[config.mk]
export PLATFORM = sky130hd
export DESIGN_NAME = axi_times_table
export DESIGN_NICKNAME = d
export VERILOG_FILES = /design/src/rtl/axi_lite_pkg.sv /design/src/rtl/axi_times_table.sv
export SDC_FILE = /design/constraint.sdc
export NUM_CORES = 1
export LEC_CHECK = 0
export CORE_ASPECT_RATIO = 0.75
export CORE_MARGIN = 1
export CORE_UTILIZATION = 31
export DETAILED_ROUTE_END_ITERATION = 16
export PLACE_DENSITY = 0.85
export SLEW_MARGIN = 20
export SYNTH_ARGS = -nofsm -noshare
export SYNTH_HDL_FRONTEND = slang
export SYNTH_SLANG_ARGS = --single-unit
[constraint.sdc]
create_clock -name clk -period 4.5 [get_ports clk]
set_input_delay 1.35 -clock clk [delete_from_list [all_inputs] [get_ports clk]]
set_output_delay 1.35 -clock clk [all_outputs]
set_load 0.05 [all_outputs]
[src/rtl/axi_lite_pkg.sv]
// Shared AXI4-Lite read-side definitions: FSM state encoding, RRESP codes and
// the byte-to-word shift used when forming table addresses.
package axi_lite_pkg;

  typedef enum logic [1:0] {
    IDLE = 2'd0,
    ADDR = 2'd1,
    DATA = 2'd2,
    DONE = 2'd3
  } state_e;

  localparam logic [1:0] RESP_OKAY   = 2'b00;
  localparam logic [1:0] RESP_SLVERR = 2'b10;
  localparam logic [1:0] RESP_DECERR = 2'b11;

  localparam int unsigned WORD_SHIFT = 2;

endpackage : axi_lite_pkg

[src/rtl/axi_times_table.sv]
// Times-table lookup: {a, b} indexes a word table read over AXI4-Lite.
// Optional macro MULT_CHECK_EN adds a local multiplier that flags wrong table entries on err.
module axi_times_table
  import axi_lite_pkg::*;
#(
  parameter int          OP_W      = 3,
  parameter logic [31:0] BASE_ADDR = 32'h0000_0000
) (
  input  logic              clk,
  input  logic              rst_n,
  input  logic [OP_W-1:0]   a,
  input  logic [OP_W-1:0]   b,
  input  logic              req_valid,
  output logic              req_ready,
  output logic [2*OP_W-1:0] result,
  output logic              result_valid,
  input  logic              result_ready,
  output logic              err,
  output logic [31:0]       m_araddr,
  output logic              m_arvalid,
  input  logic              m_arready,
  input  logic [31:0]       m_rdata,
  input  logic [1:0]        m_rresp,
  input  logic              m_rvalid,
  output logic              m_rready
);

  localparam int RES_W = 2 * OP_W;

  state_e             state_q, state_d;
  logic [31:0]        araddr_q, araddr_d;
  logic [RES_W-1:0]   result_q, result_d;
  logic               err_q, err_d;
  logic               req_hs, rd_hs;

  assign req_hs = (state_q == IDLE) && req_valid;
  assign rd_hs  = (state_q == DATA) && m_rvalid;

  // NOTE: sequential state uses non-blocking assignments only; mixing in
  // blocking assignments here creates simulation/synthesis ordering races.
  always_ff @(posedge clk or negedge rst_n) begin
    if (!rst_n) begin
      state_q <= IDLE;
    end else begin
      state_q <= state_d;
    end
  end

  // NOTE: every always_comb assigns its outputs a default first, so no path
  // leaves a signal unassigned and no latch is inferred.
  always_comb begin
    state_d = state_q;
    case (state_q)
      IDLE:    if (req_valid)    state_d = ADDR;
      ADDR:    if (m_arready)    state_d = DATA;
      DATA:    if (m_rvalid)     state_d = DONE;
      DONE:    if (result_ready) state_d = IDLE;
      default:                   state_d = IDLE;
    endcase
  end

  always_comb begin
    req_ready    = (state_q == IDLE);
    m_arvalid    = (state_q == ADDR);
    m_rready     = (state_q == DATA);
    result_valid = (state_q == DONE);
  end

  // Address is captured once at acceptance so later operand changes cannot disturb it.
  always_comb begin
    araddr_d = araddr_q;
    result_d = result_q;
    err_d    = err_q;
    if (req_hs) begin
      araddr_d = BASE_ADDR + (32'({a, b}) << WORD_SHIFT);
    end
    if (rd_hs) begin
      result_d = m_rdata[RES_W-1:0];
      err_d    = (m_rresp != RESP_OKAY);
    end
  end

  always_ff @(posedge clk or negedge rst_n) begin
    if (!rst_n) begin
      araddr_q <= '0;
      result_q <= '0;
      err_q    <= 1'b0;
    end else begin
      araddr_q <= araddr_d;
      result_q <= result_d;
      err_q    <= err_d;
    end
  end

  // Upper table bits carry no product information for this operand width.
  logic unused_rdata_hi;
  assign unused_rdata_hi = ^m_rdata[31:RES_W];

  assign m_araddr = araddr_q;
  assign result   = result_q;

`ifdef MULT_CHECK_EN
  logic [OP_W-1:0]  a_q, b_q;
  logic [RES_W-1:0] product;

  always_ff @(posedge clk or negedge rst_n) begin
    if (!rst_n) begin
      a_q <= '0;
      b_q <= '0;
    end else if (req_hs) begin
      a_q <= a;
      b_q <= b;
    end
  end

  assign product = RES_W'(a_q) * RES_W'(b_q);
  assign err     = err_q | ((state_q == DONE) && (product != result_q));
`else
  assign err = err_q;
`endif

endmodule : axi_times_table

==> results.md, run 1 <==
* First-pass GRT wire length at approximately 2800 um
* Synth top area cells: dfrtp_1 42%, buf_4 22%, mux2_2 15%, ha_1 7.0%, a2111oi_4 3.1%
* Worst endpoint required time at roughly 3200 ps
* Clock transition at path regs at ~60 ps
* Clock Tree Buf Depth at 2
* RSZ-0062 raised after global routing: false
* Yosys cell types at 15
* Post-synth top area cell: dfrtp_1
* Setup crit start kind: flop
* Vias at between 500 and 600
* P per Cell Area at about 850 nW/um2
* H-tree level count at 1
* Tot GR Track Use at 11.7%
* Diode count at 0
* Number of vias per cell at between 3 and 4
* Hold Path Depth at 2
* Largest net degree at the start of global routing at 16
* Reg2reg end: state_q[1]$_DFFE_PN0P_
* Design area at between 1000 and 1500 um2
* Die H at 48.4 um
* Final Max Slew Viols at 0
* PortBufs at 36
* Setup Viol. Count Final at 0
* DRC viols at 0
* Worst-Skew Late Latency at ~240 ps
* Met1 WL at around 640 um
* Part of the cycle the worst path needs at 71.0%
* Post_cts resized at 0
* Crit. End Element: output pin
* Initial antenna violation count at 0
* Met3 Wirelength at between 100 and 150 um
* Total number of yosys warnings at 0
* Total iterations of the first detailed-routing run at 1
* DR WL/cell at between 10 and 15 um
* Peak supply drop at between 0.3 and 0.4 mV
* Post-detailed-route count of antenna-violating nets at 0
* CTS Buf Count at 3
* Die width at 63.9 um
* TNS Setup at 0 ps
* Hold Startpoint: err$_DFFE_PN0P_
* Worst slew margin at 54.6%
* Worst reg2reg startpoint: state_q[0]$_DFFE_PN0P_
* Synthesized area at 890 um2
* Worst Hold Path EP: err$_DFFE_PN0P_
* Routed WL at 1600 um
* Max-cap violations at 0
* Hold_buf cts at 0
* Max layer used: met3
* Final nets at between 150 and 200
* CTS tree: done
* Clock Skew at between 0.6 and 0.7 ps
* Least-Margin Pin Slew at 679 ps
* Reg2Reg Setup Slack at 2750 ps
* Sink Count at 15
* Cell row count at 16
* CORE AREA at ~2700 um2
* Die area at roughly 3100 um2
* Crit-path max FO at 4
* Critical path class: flop to output pin
* FF-to-FF path depth at 5
* Routability congestion estimate at between 0.6 and 0.7
* Congestion Overflow GR at 0
* Seq cells post-synth at 15
* Syn-to-layout area delta at 39.4%
* Initial cell density of the core at 33.4%
* Crit path arrival time at 1850 ps
* Endpoints failing hold at 0
* Layout cells sized above 1 at around 18%
* Vias in the first global route at 591
* Drt initial violations at 0
* Minimum clock period at 3200 ps
* # IOs at 89
* Clock root cell: clkbuf_8
* Yosys top cell area share at between 40% and 50%
* Placed inst area at 1190 um2
* Worst Hold Class: flop to flop
* WL met2 at 838 um
* Final HPWL DP at between 1000 and 1500 um
* Syn avg cell area at around 12 um2
* Outcome: completed
* Seq/Total Area, Yosys at a little over two fifths
* Max Freq at 0.313 GHz
* Post-CTS setup buffer count at 0
* P_leak at 0.575 nW
* Synthesized instance count at 74
-- worst max-delay path, stage by stage (launching register included) --
cell and delay (ps):
dfrtp_1 400, inv_1 130, ha_1 240, clkdlybuf4s50_1 830
-- cells in the final DEF (no fill, tap or decap) --
| cell type | n |
|---|---|
| nor2b_4 | 1 |
| mux2i_1 | 1 |
| nand2_1 | 3 |
| mux2_4 | 1 |
| nor2b_1 | 1 |
| clkinv_2 | 1 |
| conb_1 | 26 |
| and2b_4 | 1 |
| dfrtp_1 | 15 |
| a2111oi_4 | 1 |
| nor2_1 | 2 |
| clkdlybuf4s50_1 | 36 |
| o21ai_0 | 1 |
| inv_1 | 3 |
| ha_1 | 5 |
| mux2_2 | 12 |
| clkbuf_8 | 3 |
-- cell usage after synthesis (all sizes together) --
| master | number |
|---|---|
| inv | 3 |
| o21ai | 1 |
| a2111oi | 1 |
| dfrtp | 15 |
| conb | 1 |
| buf | 26 |
| nor2 | 2 |
| nand2 | 3 |
| nor2b | 2 |
| and2b | 1 |
| mux2 | 13 |
| ha | 5 |
| mux2i | 1 |
-- layout make-up --
type,count,area (um2)
fillers,259,1420
inverters,3,11.3
clock buffers,3,41.3
multi-input cells,55,402
well taps,36,45.0
clock inverters,1,5.00
repair buffers,36,360
flip-flops and latches,15,375
-- metal layers --
layer	GRT usage, %	vias to the layer above
li1	-	264
met1	12.9	256
met3	3.54	0
met2	21.5	38
met5	0	-
met4	3.41	0
-- power breakdown --
group	internal (mW)	switching (mW)	leakage [nW]	total (mW)
combinational	0.257	0.447	0.373	0.704
clock	0.0611	0.0462	0.0255	0.107
sequential	0.206	0.0374	0.177	0.243
-- stage by stage --
stage / power (mW) / hold WS [ps] / setup WS (ps) / utilization, % / instances
5_1_grt: 1.11 / 509 / 1220 / 46.6 / 149
2_1_floorplan: 0.764 / 535 / 2160 / - / 99
4_1_cts: 1.06 / 506 / 1300 / 46.6 / 149
6_report: 1.05 / 496 / 1300 / 46.6 / 149
3_5_place_dp: 0.951 / 480 / 1580 / 44.8 / 145
3_3_place_gp: 0.934 / 466 / 1600 / 44.8 / 145
-- sequential cells by signal, summed over array words and instances (netlist names) --
signal	count
m_araddr	6
state_q	2
result	6
err	1
-- kinds of logic after synthesis --
family          after synthesis  synth area share, %
buf+inv                      29                 23.2
flops                        15                 42.2
mux                          14                 18.0
simple gates                  8                 5.49
fa+ha+maj                     5                 7.03
compound gates                2                 3.66
other cells                   1                0.422
-- worst max path at each step --
stage                           start        end  depth (start not counted)
5_1_grt        state_q[1]$_DFFE_PN0P_  m_arvalid                          3
6_report       state_q[0]$_DFFE_PN0P_   m_rready                          3
3_3_place_gp   state_q[0]$_DFFE_PN0P_   m_rready                          3
2_1_floorplan  state_q[0]$_DFFE_PN0P_   m_rready                          2
4_1_cts        state_q[1]$_DFFE_PN0P_  m_arvalid                          3
3_5_place_dp   state_q[1]$_DFFE_PN0P_  m_arvalid                          3
(Power assumes the default switching activity.)
==> run 2, diff against run 1 <==
CORE_UTILIZATION = 29   (was 31)
PLACE_DENSITY = 0.81   (was 0.85)
clock period = 3.1 ns   (was 4.5 ns; I/O delays follow)
==> results.md, run 2 (synthesis results as in run 1) <==
* Most common cell after layout, fill and taps aside: clkdlybuf4s50_1
* Least-Margin Pin Slew at about 660 ps
* Crit-path max FO at 4
* Vias at approximately 570
* Drt initial violations at 4
* Worst-Skew Late Latency at about 240 ps
* Setup Viol. Count Final at 0
* Fill cells at approximately 280
* Total iterations of the first detailed-routing run at 2
* Number of vias per cell at around 3.8
* Part of the cycle the worst path needs at 89.7%
* Crit. End Element: output pin
* Final Max Slew Viols at 0
* Post-CTS setup buffer count at 0
* # IOs at 89
* Routed WL at 1510 um
* P per Cell Area at 1220 nW/um2
* RSZ-0062 raised after global routing: false
* Delay of the slowest critical-path stage at 830 ps
* Tot GR Track Use at 9.60%
* Layout cells sized above 1 at approximately 17%
* Syn-to-layout area delta at 39.5%
* Clock root cell: clkbuf_8
* Minimum clock period at ~2800 ps
* Final core occ at a little over two fifths
* CTS tree: done
* Clock Tree Buf Depth at 2
* Crit path max-delay cell type: clkdlybuf4s50_1
* CP cell instances: inv_1 > ha_1 > clkdlybuf4s50_1
* Max Freq at ~0.36 GHz
* Clock Skew at around 2.8 ps
* Tot Pwr at roughly 1.5 mW
* Setup crit start kind: flop
* Worst Hold Class: flop to flop
* First-pass GRT wire length at 2380 um
* CORE AREA at between 2000 and 3000 um2
* DRC viols at 0
* Crit path max-delay family: buffers and inverters
* Routability congestion estimate at between 0.6 and 0.7
* Peak supply drop at 0.498 mV
* Most frequent cells in the layout: 36 x clkdlybuf4s50_1, 26 x conb_1, 15 x dfrtp_1, 12 x mux2_2, 5 x ha_1
* DR WL/cell at between 9 and 10 um
* Diode count at 0
* Final nets at roughly 170
* CTS Buf Count at 3
* Post-detailed-route count of antenna-violating nets at 0
* Sink Count at 15
* Largest net degree at the start of global routing at 16
* Outcome: completed
* WP buf/inv at 2
* Die width at ~66 um
* Congestion Overflow GR at 0
* PortBufs at 36
* Clock transition at path regs at approximately 60 ps
* H-tree level count at 1
* Die area at 3300 um2
* Worst endpoint required time at 2170 ps
* Endpoints failing hold at 0
* Cell row count at 17
* Crit path arrival time at between 1500 and 2000 ps
* Worst slew margin at around 56%
* Hold_buf cts at 0
* Initial antenna violation count at 0
* TNS Setup at 0 ps
* Critical path class: flop to output pin
* Die H at 50.0 um
* Vias in the first global route at about 560
* P_leak at approximately 0.57 nW
* Final HPWL DP at roughly 1200 um
* Initial cell density of the core at 30.3%
* Post_cts resized at 0
* Max-cap violations at 0
## run 2: changes by cell type in the layout (fill, tap and decap cells not counted)
cell      before  now
clkbuf_1       0    1
clkinv_2       1    0
## run 2: metrics by stage
step                      hold slack, ps  std cells  cell area, um2  worst slack, ps
final                                487        151            1240              319
after global routing                 525        151            1240              249
after CTS                            488        151            1240              313
after detailed placement             475        147            1200              588
after global placement               465        147            1200              625
after floorplan                      535         99             983             1180
## run 2: per-layer routing
metal / global-route usage [%] / share of wire [%] / up-vias
met3: 4.63 / 9.5 / 0
li1: - / - / 264
met2: 19.6 / 54 / 36
met4: 1.06 / 0 / 0
met5: 0 / 0 / -
met1: 8.52 / 37 / 272
## run 2: area by class of cell
type / instances / area (um2) / share of cell area, %
flip-flops and latches: 15 / 375 / 30.2
repair buffers: 36 / 360 / 29.0
well taps: 38 / 47.5 / 3.83
inverters: 3 / 11.3 / 0.907
multi-input cells: 55 / 402 / 32.4
clock buffers: 4 / 45.0 / 3.63
## run 2: power breakdown
| group | switching [mW] | internal, mW | leakage (nW) |
|---|---|---|---|
| Clock | 0.0595 | 0.0907 | 0.0228 |
| Combinational | 0.639 | 0.372 | 0.373 |
| Sequential | 0.0566 | 0.299 | 0.177 |
## run 2: worst min-delay path: stages (launching register included)
cell	delay [ps]
dfrtp_1	340
nand2_1	50
o21ai_0	60
## run 2: worst paths after layout
kind	from	to	slack, ps	cells after the start
min in group asynchronous	rst_n	result[1]$_DFFE_PN0P_	1100	1
worst max-delay path	state_q[1]$_DFFE_PN0P_	m_arvalid	320	3
worst max register to register	state_q[0]$_DFFE_PN0P_	state_q[1]$_DFFE_PN0P_	1400	5
max in group asynchronous	rst_n	result[4]$_DFFE_PN0P_	1580	1
worst min-delay path	err$_DFFE_PN0P_	err$_DFFE_PN0P_	490	2
worst min register to register	err$_DFFE_PN0P_	err$_DFFE_PN0P_	490	2
